## config.mk

```make
export PLATFORM = sky130hd
export DESIGN_NAME = xsleena_video_timing
export DESIGN_NICKNAME = d
export VERILOG_FILES = /design/src/rtl/xsleena_video_pkg.sv /design/src/rtl/xsleena_ce_gen.sv /design/src/rtl/xsleena_video_timing.sv
export SDC_FILE = /design/constraint.sdc
export NUM_CORES = 1
export LEC_CHECK = 0
export ABC_CLOCK_PERIOD_IN_PS = 2600
export BUFFER_PORTS_ARGS = -buffer_cell sky130_fd_sc_hd__buf_4
export CAP_MARGIN = 5
export CORE_ASPECT_RATIO = 0.75
export CORE_UTILIZATION = 56
export DETAILED_ROUTE_END_ITERATION = 8
export GPL_TIMING_DRIVEN = 0
export PLACE_DENSITY = 0.79
export SYNTH_ARGS = -nofsm -noshare
export SYNTH_HDL_FRONTEND = slang
export SYNTH_HIERARCHICAL = 1
export SYNTH_SLANG_ARGS = --single-unit
```

## constraint.sdc

```tcl
create_clock -name CLK -period 2.6 [get_ports CLK]
set_input_delay 0.52 -clock CLK [delete_from_list [all_inputs] [get_ports CLK]]
set_output_delay 0.52 -clock CLK [all_outputs]
set_load 0.05 [all_outputs]
```

## src/rtl/xsleena_video_pkg.sv

```systemverilog
// Shared timing constants and the registered coordinate/sync bundle for the
// Xain'd Sleena video path.
package xsleena_video_pkg;

    localparam int unsigned HTotal = 384;
    localparam int unsigned VTotal = 272;

    // The vertical count runs 08..FF, then E8..FF.
    localparam logic [7:0] VcntPass0Start = 8'h08;
    localparam logic [7:0] VcntPass1Start = 8'hE8;
    localparam logic [7:0] VcntLast       = 8'hFF;

    localparam logic [7:0] BlkLast    = 8'hF7;
    localparam logic [7:0] DispFirst  = 8'h09;
    localparam logic [7:0] DispLast   = 8'hF6;
    localparam logic [7:0] VsyncFirst = 8'hF0;
    localparam logic [7:0] VsyncLast  = 8'hF7;

    typedef struct packed {
        logic [8:0] scr_x;
        logic [8:0] scr_y;
        logic       hsync;
        logic       vsync;
        logic       blk;
        logic       disp;
    } video_timing_t;

endpackage

```

## src/rtl/xsleena_ce_gen.sv

```systemverilog
// Clock-enable divider: one-cycle registered pulse every CE_DIV clocks.
module xsleena_ce_gen #(
    parameter int unsigned CE_DIV = 8
) (
    input  logic clk_i,
    input  logic rst_i,
    output logic ce_o
);

    localparam int unsigned CntW = (CE_DIV > 1) ? $clog2(CE_DIV) : 1;
    localparam logic [CntW-1:0] CntLast = CntW'(CE_DIV - 1);

    logic [CntW-1:0] cnt_q, cnt_d;
    logic            ce_q, ce_d;

    always_comb begin
        cnt_d = (cnt_q == CntLast) ? '0 : cnt_q + CntW'(1);
        ce_d  = (cnt_q == CntLast);
    end

    always_ff @(posedge clk_i or posedge rst_i) begin
        if (rst_i) begin
            cnt_q <= '0;
            ce_q  <= 1'b0;
        end else begin
            cnt_q <= cnt_d;
            ce_q  <= ce_d;
        end
    end

    assign ce_o = ce_q;

endmodule

```

## src/rtl/xsleena_video_timing.sv

```systemverilog
// Horizontal/vertical counters with registered sync, blank and coordinate outputs.
module xsleena_video_timing
    import xsleena_video_pkg::*;
#(
    parameter int unsigned CE_DIV       = 8,
    parameter int unsigned H_TOTAL      = HTotal,
    parameter int unsigned H_DISP_START = 8,
    parameter int unsigned H_DISP_END   = 263,
    parameter int unsigned H_SYNC_START = 296,
    parameter int unsigned H_SYNC_END   = 327
) (
    input  logic       CLK,
    input  logic       RST,
    output logic       PIX_CE,
    output logic [8:0] SCR_X,
    output logic [8:0] SCR_Y,
    output logic [7:0] VCNT,
    output logic       VPASS,
    output logic       HSYNC,
    output logic       VSYNC,
    output logic       CSYNC,
    output logic       BLK,
    output logic       DISP,
    output logic       LINE_START,
    output logic       FRAME_START
);

    localparam logic [8:0] XLast     = 9'(H_TOTAL - 1);
    localparam logic [8:0] YLast     = 9'(VTotal - 1);
    localparam logic [8:0] HsStart   = 9'(H_SYNC_START);
    localparam logic [8:0] HsEnd     = 9'(H_SYNC_END);
    localparam logic [8:0] HdStart   = 9'(H_DISP_START);
    localparam logic [8:0] HdEnd     = 9'(H_DISP_END);

    localparam video_timing_t TimReset = '{
        scr_x: '0, scr_y: '0, hsync: 1'b0, vsync: 1'b1, blk: 1'b1, disp: 1'b0
    };

    logic pix_ce;

    xsleena_ce_gen #(
        .CE_DIV(CE_DIV)
    ) u_ce_gen (
        .clk_i(CLK),
        .rst_i(RST),
        .ce_o (pix_ce)
    );

    video_timing_t tim_q, tim_d;
    logic [7:0]    vcnt_q, vcnt_d;
    logic          vpass_q, vpass_d;
    logic          csync_q, csync_d;
    logic          line_start_q, line_start_d;
    logic          frame_start_q, frame_start_d;

    // Decodes use the next-state counters so every output lines up with SCR_X/SCR_Y.
    always_comb begin
        tim_d         = tim_q;
        vcnt_d        = vcnt_q;
        vpass_d       = vpass_q;
        csync_d       = csync_q;
        line_start_d  = 1'b0;
        frame_start_d = 1'b0;
        if (pix_ce) begin
            if (tim_q.scr_x == XLast) begin
                tim_d.scr_x  = '0;
                line_start_d = 1'b1;
                if (tim_q.scr_y == YLast) begin
                    tim_d.scr_y   = '0;
                    frame_start_d = 1'b1;
                end else begin
                    tim_d.scr_y = tim_q.scr_y + 9'd1;
                end
                if (vcnt_q == VcntLast) begin
                    vcnt_d  = vpass_q ? VcntPass0Start : VcntPass1Start;
                    vpass_d = ~vpass_q;
                end else begin
                    vcnt_d = vcnt_q + 8'd1;
                end
            end else begin
                tim_d.scr_x = tim_q.scr_x + 9'd1;
            end

            tim_d.hsync = (tim_d.scr_x >= HsStart) && (tim_d.scr_x <= HsEnd);
            tim_d.vsync = !(vpass_d && (vcnt_d >= VsyncFirst) && (vcnt_d <= VsyncLast));
            tim_d.blk   = !vpass_d && (vcnt_d <= BlkLast);
            tim_d.disp  = (tim_d.scr_x >= HdStart) && (tim_d.scr_x <= HdEnd) && !vpass_d &&
                          (vcnt_d >= DispFirst) && (vcnt_d <= DispLast);
            csync_d     = ~(tim_d.hsync | ~tim_d.vsync);
        end
    end

    always_ff @(posedge CLK or posedge RST) begin
        if (RST) begin
            tim_q         <= TimReset;
            vcnt_q        <= VcntPass0Start;
            vpass_q       <= 1'b0;
            csync_q       <= 1'b1;
            line_start_q  <= 1'b0;
            frame_start_q <= 1'b0;
        end else begin
            tim_q         <= tim_d;
            vcnt_q        <= vcnt_d;
            vpass_q       <= vpass_d;
            csync_q       <= csync_d;
            line_start_q  <= line_start_d;
            frame_start_q <= frame_start_d;
        end
    end

    assign PIX_CE      = pix_ce;
    assign SCR_X       = tim_q.scr_x;
    assign SCR_Y       = tim_q.scr_y;
    assign VCNT        = vcnt_q;
    assign VPASS       = vpass_q;
    assign HSYNC       = tim_q.hsync;
    assign VSYNC       = tim_q.vsync;
    assign CSYNC       = csync_q;
    assign BLK         = tim_q.blk;
    assign DISP        = tim_q.disp;
    assign LINE_START  = line_start_q;
    assign FRAME_START = frame_start_q;

endmodule

```

## Word-level counts from Yosys, hierarchy flattened

Index checks and enable logic that the tools add are counted.

| operators by class | value |
|---|---|
| $add $sub $neg | 4 |
| $mul | 0 |
| divide/modulo/power cells | 0 |
| $lt $le $gt $ge | 8 |
| equal/unequal tests | 4 |
| shifts and indexed selects | 0 |
| multiplexer cells | 16 |
| bitwise gates (word level) | 3 |
| reduce and logical (&&, ||, !) cells | 11 |

Operators by type and width:

| operator | number |
|---|---|
| $mux W8 | 4 |
| $mux W9 | 3 |
| $add A9 B1 Y9 const B | 2 |
| $eq A9 B9 Y1 const B | 2 |
| $le A9 B9 Y1 const B | 2 |
| $le A8 B8 Y1 const B | 2 |
| $ge A9 B4 Y1 const B | 1 |
| $ge A9 B9 Y1 const B | 1 |
| $add A8 B1 Y8 const B | 1 |
| $eq A8 B8 Y1 const B | 1 |
| $ge A8 B4 Y1 const B | 1 |
| $ge A8 B8 Y1 const B | 1 |
| $logic_and A1 B1 Y1 | 8 |
| $mux W1 | 8 |
| $add A3 B1 Y3 const B | 1 |
| $eq A3 B3 Y1 const B | 1 |
| $mux W3 | 1 |
| $logic_not A1 Y1 | 2 |
| $not A1 Y1 | 2 |
| $reduce_and A2 Y1 | 1 |
| $or A1 B1 Y1 | 1 |

| word-level totals | value |
|---|---|
| bits in registers | 38 |
| latch bits | 0 |
| bits in writable memories | 0 |
| memory bits (read-only) | 0 |
| output and inout port bits | 35 |
| memories | 0 |

## Longest topological paths before layout

| depth | value |
|---|---|
| word-level depth | 9 |
| mapped depth | 10 |
| gate-level depth less buffers | 8 |

## By module

The synthesis kept the hierarchy.

By module, submodules not included:

| module | times used | cells each | area each (um^2) | sequential area each (um^2) |
|---|---|---|---|---|
| xsleena_video_timing | 1 | 234 | 2129.5 | 855.8 |
| xsleena_ce_gen | 1 | 8 | 132.6 | 100.1 |

## Worst setup path before layout

OpenSTA, ideal clock, no wires.

| timing path | value |
|---|---|
| path kind | register -> register |
| start | register tim_q, in the netlist SCR_X[1] |
| end | register tim_q, in the netlist VSYNC |
| arrival | 2.722 ns |
| data required time | 2.518 ns |
| slack | -0.204 ns |
| stages on the path, launching flop included | 11 |
| cell sequence | dfrtp_1 > ha_1 > buf_4 > nand3_2 > or3_4 > buf_6 > nor2_8 > xor2_2 > nand4_1 > or3_1 > mux2_4 |

| between the ends | value |
|---|---|
| cells in the longest elaborated chain, start to end | 7 |

RTL lines:

| item | RTL line | source |
|---|---|---|
| from (decl) | xsleena_video_timing.sv:49 | `video_timing_t tim_q, tim_d;` |
| from (signal assigned) | xsleena_video_timing.sv:95 | `tim_q <= TimReset;` |
| from (signal assigned) | xsleena_video_timing.sv:102 | `tim_q <= tim_d;` |
| $eq A9 B9 Y1 (*) | xsleena_video_timing.sv:65 | `if (tim_q.scr_x == XLast) begin` |
| $mux W8 | xsleena_video_timing.sv:65 |  |
| $mux W8 | xsleena_video_timing.sv:64 | `if (pix_ce) begin` |
| $ge A8 B8 Y1 | xsleena_video_timing.sv:85 | `tim_d.vsync = !(vpass_d && (vcnt_d >= VsyncFirst) && (vcnt_d <= VsyncLast));` |
| $logic_and A1 B1 Y1 | xsleena_video_timing.sv:85 |  |
| $logic_and A1 B1 Y1 (*) | xsleena_video_timing.sv:85 |  |
| $logic_not A1 Y1 (*) | xsleena_video_timing.sv:85 |  |

Mark *: on every way between the ends. The rest lies on a longest branch, timed or not. The select of a mux whose other input is x is not followed.
A chain may end at the register's enable or synchronous reset.

## Worst setup path after layout

| timing path | value |
|---|---|
| start | register tim_q, in the netlist SCR_X[0] |
| end | register tim_q, in the netlist VSYNC |

The elaborated chain is that of the path after synthesis.

==> results.txt <==
Setup-failing EPs final: 0
Largest net degree at the start of global routing: 21
Power density cells: 371 mW/mm2
CP max FO: 10
Core area: 0.00376 mm2
Flop-to-flop setup slack: 100 ps
Mean Syn Cell Area: 9.35 um2
Mapped Cells: 242
Final HPWL DP: 3710 um
Nets: 298
Gr ovfl total: 0
Rel. slew slack: 0.460
Total GRT Usage: 0.266
Number of vias in the routed layout: 1,987
Mapped cell area: 0.00226 mm2
Max VDD drop: 350 uV
DR WL/cell: 15.2 um
First-pass GRT wire length: 8540 um
Vias in the first global route: 1,803
FMAX: 399 MHz
Max clock buf depth: 2
Post-synthesis register bit count: 38
Initial antenna violation count: 0
Synth unique cells: 50
Clock Power Share: 0.412
Hold_ws: 111 ps
Clk sink count: 38
Yosys top cell area share: 0.376
Antenna viol nets, final: 0
Share of layout cells above drive strength 1: 0.278
DR vias/cell: 5.79
H-tree depth: 2
Synthesized net count: 250
Row Count: 19
Power, Total: 1.03 mW
Final clock skew: 7.56 ps
YS warnings: 6
Pre-CTS WS: 68.7 ps
I/O pins: 37
Cells taking the most area after synthesis: dfrtp_1 38%, xnor2_1 5.0%, dfstp_2 4.6%
TritonCTS buffer count: 5
Final wirelength: 5200 um
Area delta synth->final: 23.3%
GP Congestion: 0.900
Setup WS post-layout: 96.8 ps
Reg clk slew, reported paths: 70 ps
Arrival @ worst endpoint: 2720 ps
P_sw: 0.225 mW
Share of power burned in registers: 0.571
IO Port Bufs: 36
Area leader, netlist: dfrtp_1
Final period util: 0.963
Clock Latency Late Sink: 290 ps
Async set-or-reset flop fraction in the synthesized netlist: 1.00
Post-synth top flop: dfrtp_1
Die area: 0.00430 mm2
TritonCTS clock tree: yes
Maxcap violations: 0
# fillers: 299
Critical Path Sink Type: flop
Status: finished clean
Top cell types by occurrence after synthesis: 34 x dfrtp_1, 24 x nand2_1, 15 x o21ai_0
Diodes inserted: 0
Die Wd: 75.4 um
FF-to-FF path depth: 10
Pint: 0.809 mW
Req. time, crit path: 2820 ps
Initial DRC count: 175
Switch share: 0.218
Initial Utilization: 0.602
CTS Hold Bufs: 0
Post-route DRC: 0
WS Path Type: flop to flop
Worst slew pin tran: 802 ps
EDFF count, synth: 0
Final Critical Period: 2500 ps
Sequential area share after synthesis: 0.423
DRT Pass-1 Iters: 4
Layout Cells excl Fill: 343
Root buf cell: clkbuf_8
Dpl cells: 331
Hold violation total from the final report: 0
Die Ht: 57.0 um
LEAKAGE: 1.21 nW
Logic gate share of total power: 0.017
Setup TNS: 0 ps
Top-count cell post-synth: dfrtp_1
Slew Limit Fails: 0
Startpoint Class: flop
Min-Delay Path Class: input pin to async pin
final cells by class:
type / instances / area (um2) / share of cell area
inverters: 9 / 33.8 / 0.0121
flip-flops and latches: 38 / 960 / 0.344
well taps: 52 / 65.1 / 0.0233
clock inverters: 2 / 12.5 / 0.00449
clock buffers: 6 / 82.6 / 0.0296
plain buffers: 14 / 76.3 / 0.0274
multi-input cells: 181 / 1230 / 0.441
repair buffers: 41 / 328 / 0.118
registers in the layout, summed over array words and instances, names as in the netlist:
signal,count
BLK,1
CSYNC,1
DISP,1
FRAME_START,1
HSYNC,1
LINE_START,1
SCR_X,9
SCR_Y,9
VCNT,8
VPASS,1
VSYNC,1
u_ce_gen/ce_o,1
u_ce_gen/cnt_q,3
metal layers:
layer	up-vias	part of all wire	wire length (um)	track usage
met5	-	0	0	0
li1	962	-	-	-
met3	9	0.063	326	0.0742
met4	0	0.010	53	0.0714
met2	73	0.45	2360	0.390
met1	943	0.47	2450	0.388
through the flow:
stage | utilization | area, um2
after floorplan | - | 2280
after global placement | 0.696 | 2610
after detailed placement | 0.703 | 2640
after CTS | 0.729 | 2740
after global routing | 0.743 | 2790
final | 0.743 | 2790
critical path: stages, from the launching register on:
cell	delay, ps
dfrtp_2	430
ha_4	140
buf_4	170
nand3_4	110
or3_4	400
buf_6	160
nor2_8	80
xor2_2	160
nand4_1	150
or3_4	360
mux2_4	260
cells in the final DEF (no fill, tap or decap), types with 5 or more instances in the layout:
| master | instances |
|---|---|
| o21ai_0 | 15 |
| ha_1 | 5 |
| nor2_1 | 11 |
| a21oi_1 | 11 |
| inv_1 | 9 |
| xor2_1 | 5 |
| nor4_1 | 5 |
| o31ai_1 | 6 |
| nand3_1 | 14 |
| nand2_1 | 24 |
| dfrtp_1 | 31 |
| clkbuf_1 | 6 |
| nand4_1 | 8 |
| clkbuf_8 | 6 |
| nand2b_1 | 5 |
| and3_1 | 9 |
| xnor2_1 | 13 |
| nor3_1 | 5 |
| mux2_2 | 5 |
| buf_4 | 43 |
worst paths after layout:
kind | from | endpoint
max | SCR_X[0] | VSYNC
min | RST | u_ce_gen/ce_o
max reg2reg | SCR_X[0] | VSYNC
min reg2reg | u_ce_gen/cnt_q[0] | u_ce_gen/cnt_q[0]
max in group asynchronous | RST | VCNT[3]
min in group CLK | u_ce_gen/cnt_q[0] | u_ce_gen/cnt_q[0]
power groups by stage:
stage / combinational (mW) / clock, mW / sequential (mW)
after floorplan: 0.00878 / 0 / 0.602
after global placement: 0.0134 / 0 / 0.602
after detailed placement: 0.0191 / 0 / 0.602
after CTS: 0.0191 / 0.432 / 0.591
after global routing: 0.0205 / 0.461 / 0.591
final: 0.0178 / 0.426 / 0.591
logic make-up (layout without fill, tap and decap cells):
kind of cell / after synthesis / in the layout / synth area share
flops: 38 / 38 / 0.423
fa+ha+maj: 6 / 6 / 0.0332
mux: 9 / 9 / 0.0448
buf+inv: 23 / 72 / 0.0487
xor+xnor: 19 / 19 / 0.0769
compound gates: 48 / 48 / 0.133
simple gates: 99 / 99 / 0.241
repair_timing:
action,4_1_cts,5_1_grt
endpoints found under the setup margin,0,6
resized for setup,0,4
buffers inserted,0,4
Note: power is estimated with default switching activity, not from simulation.
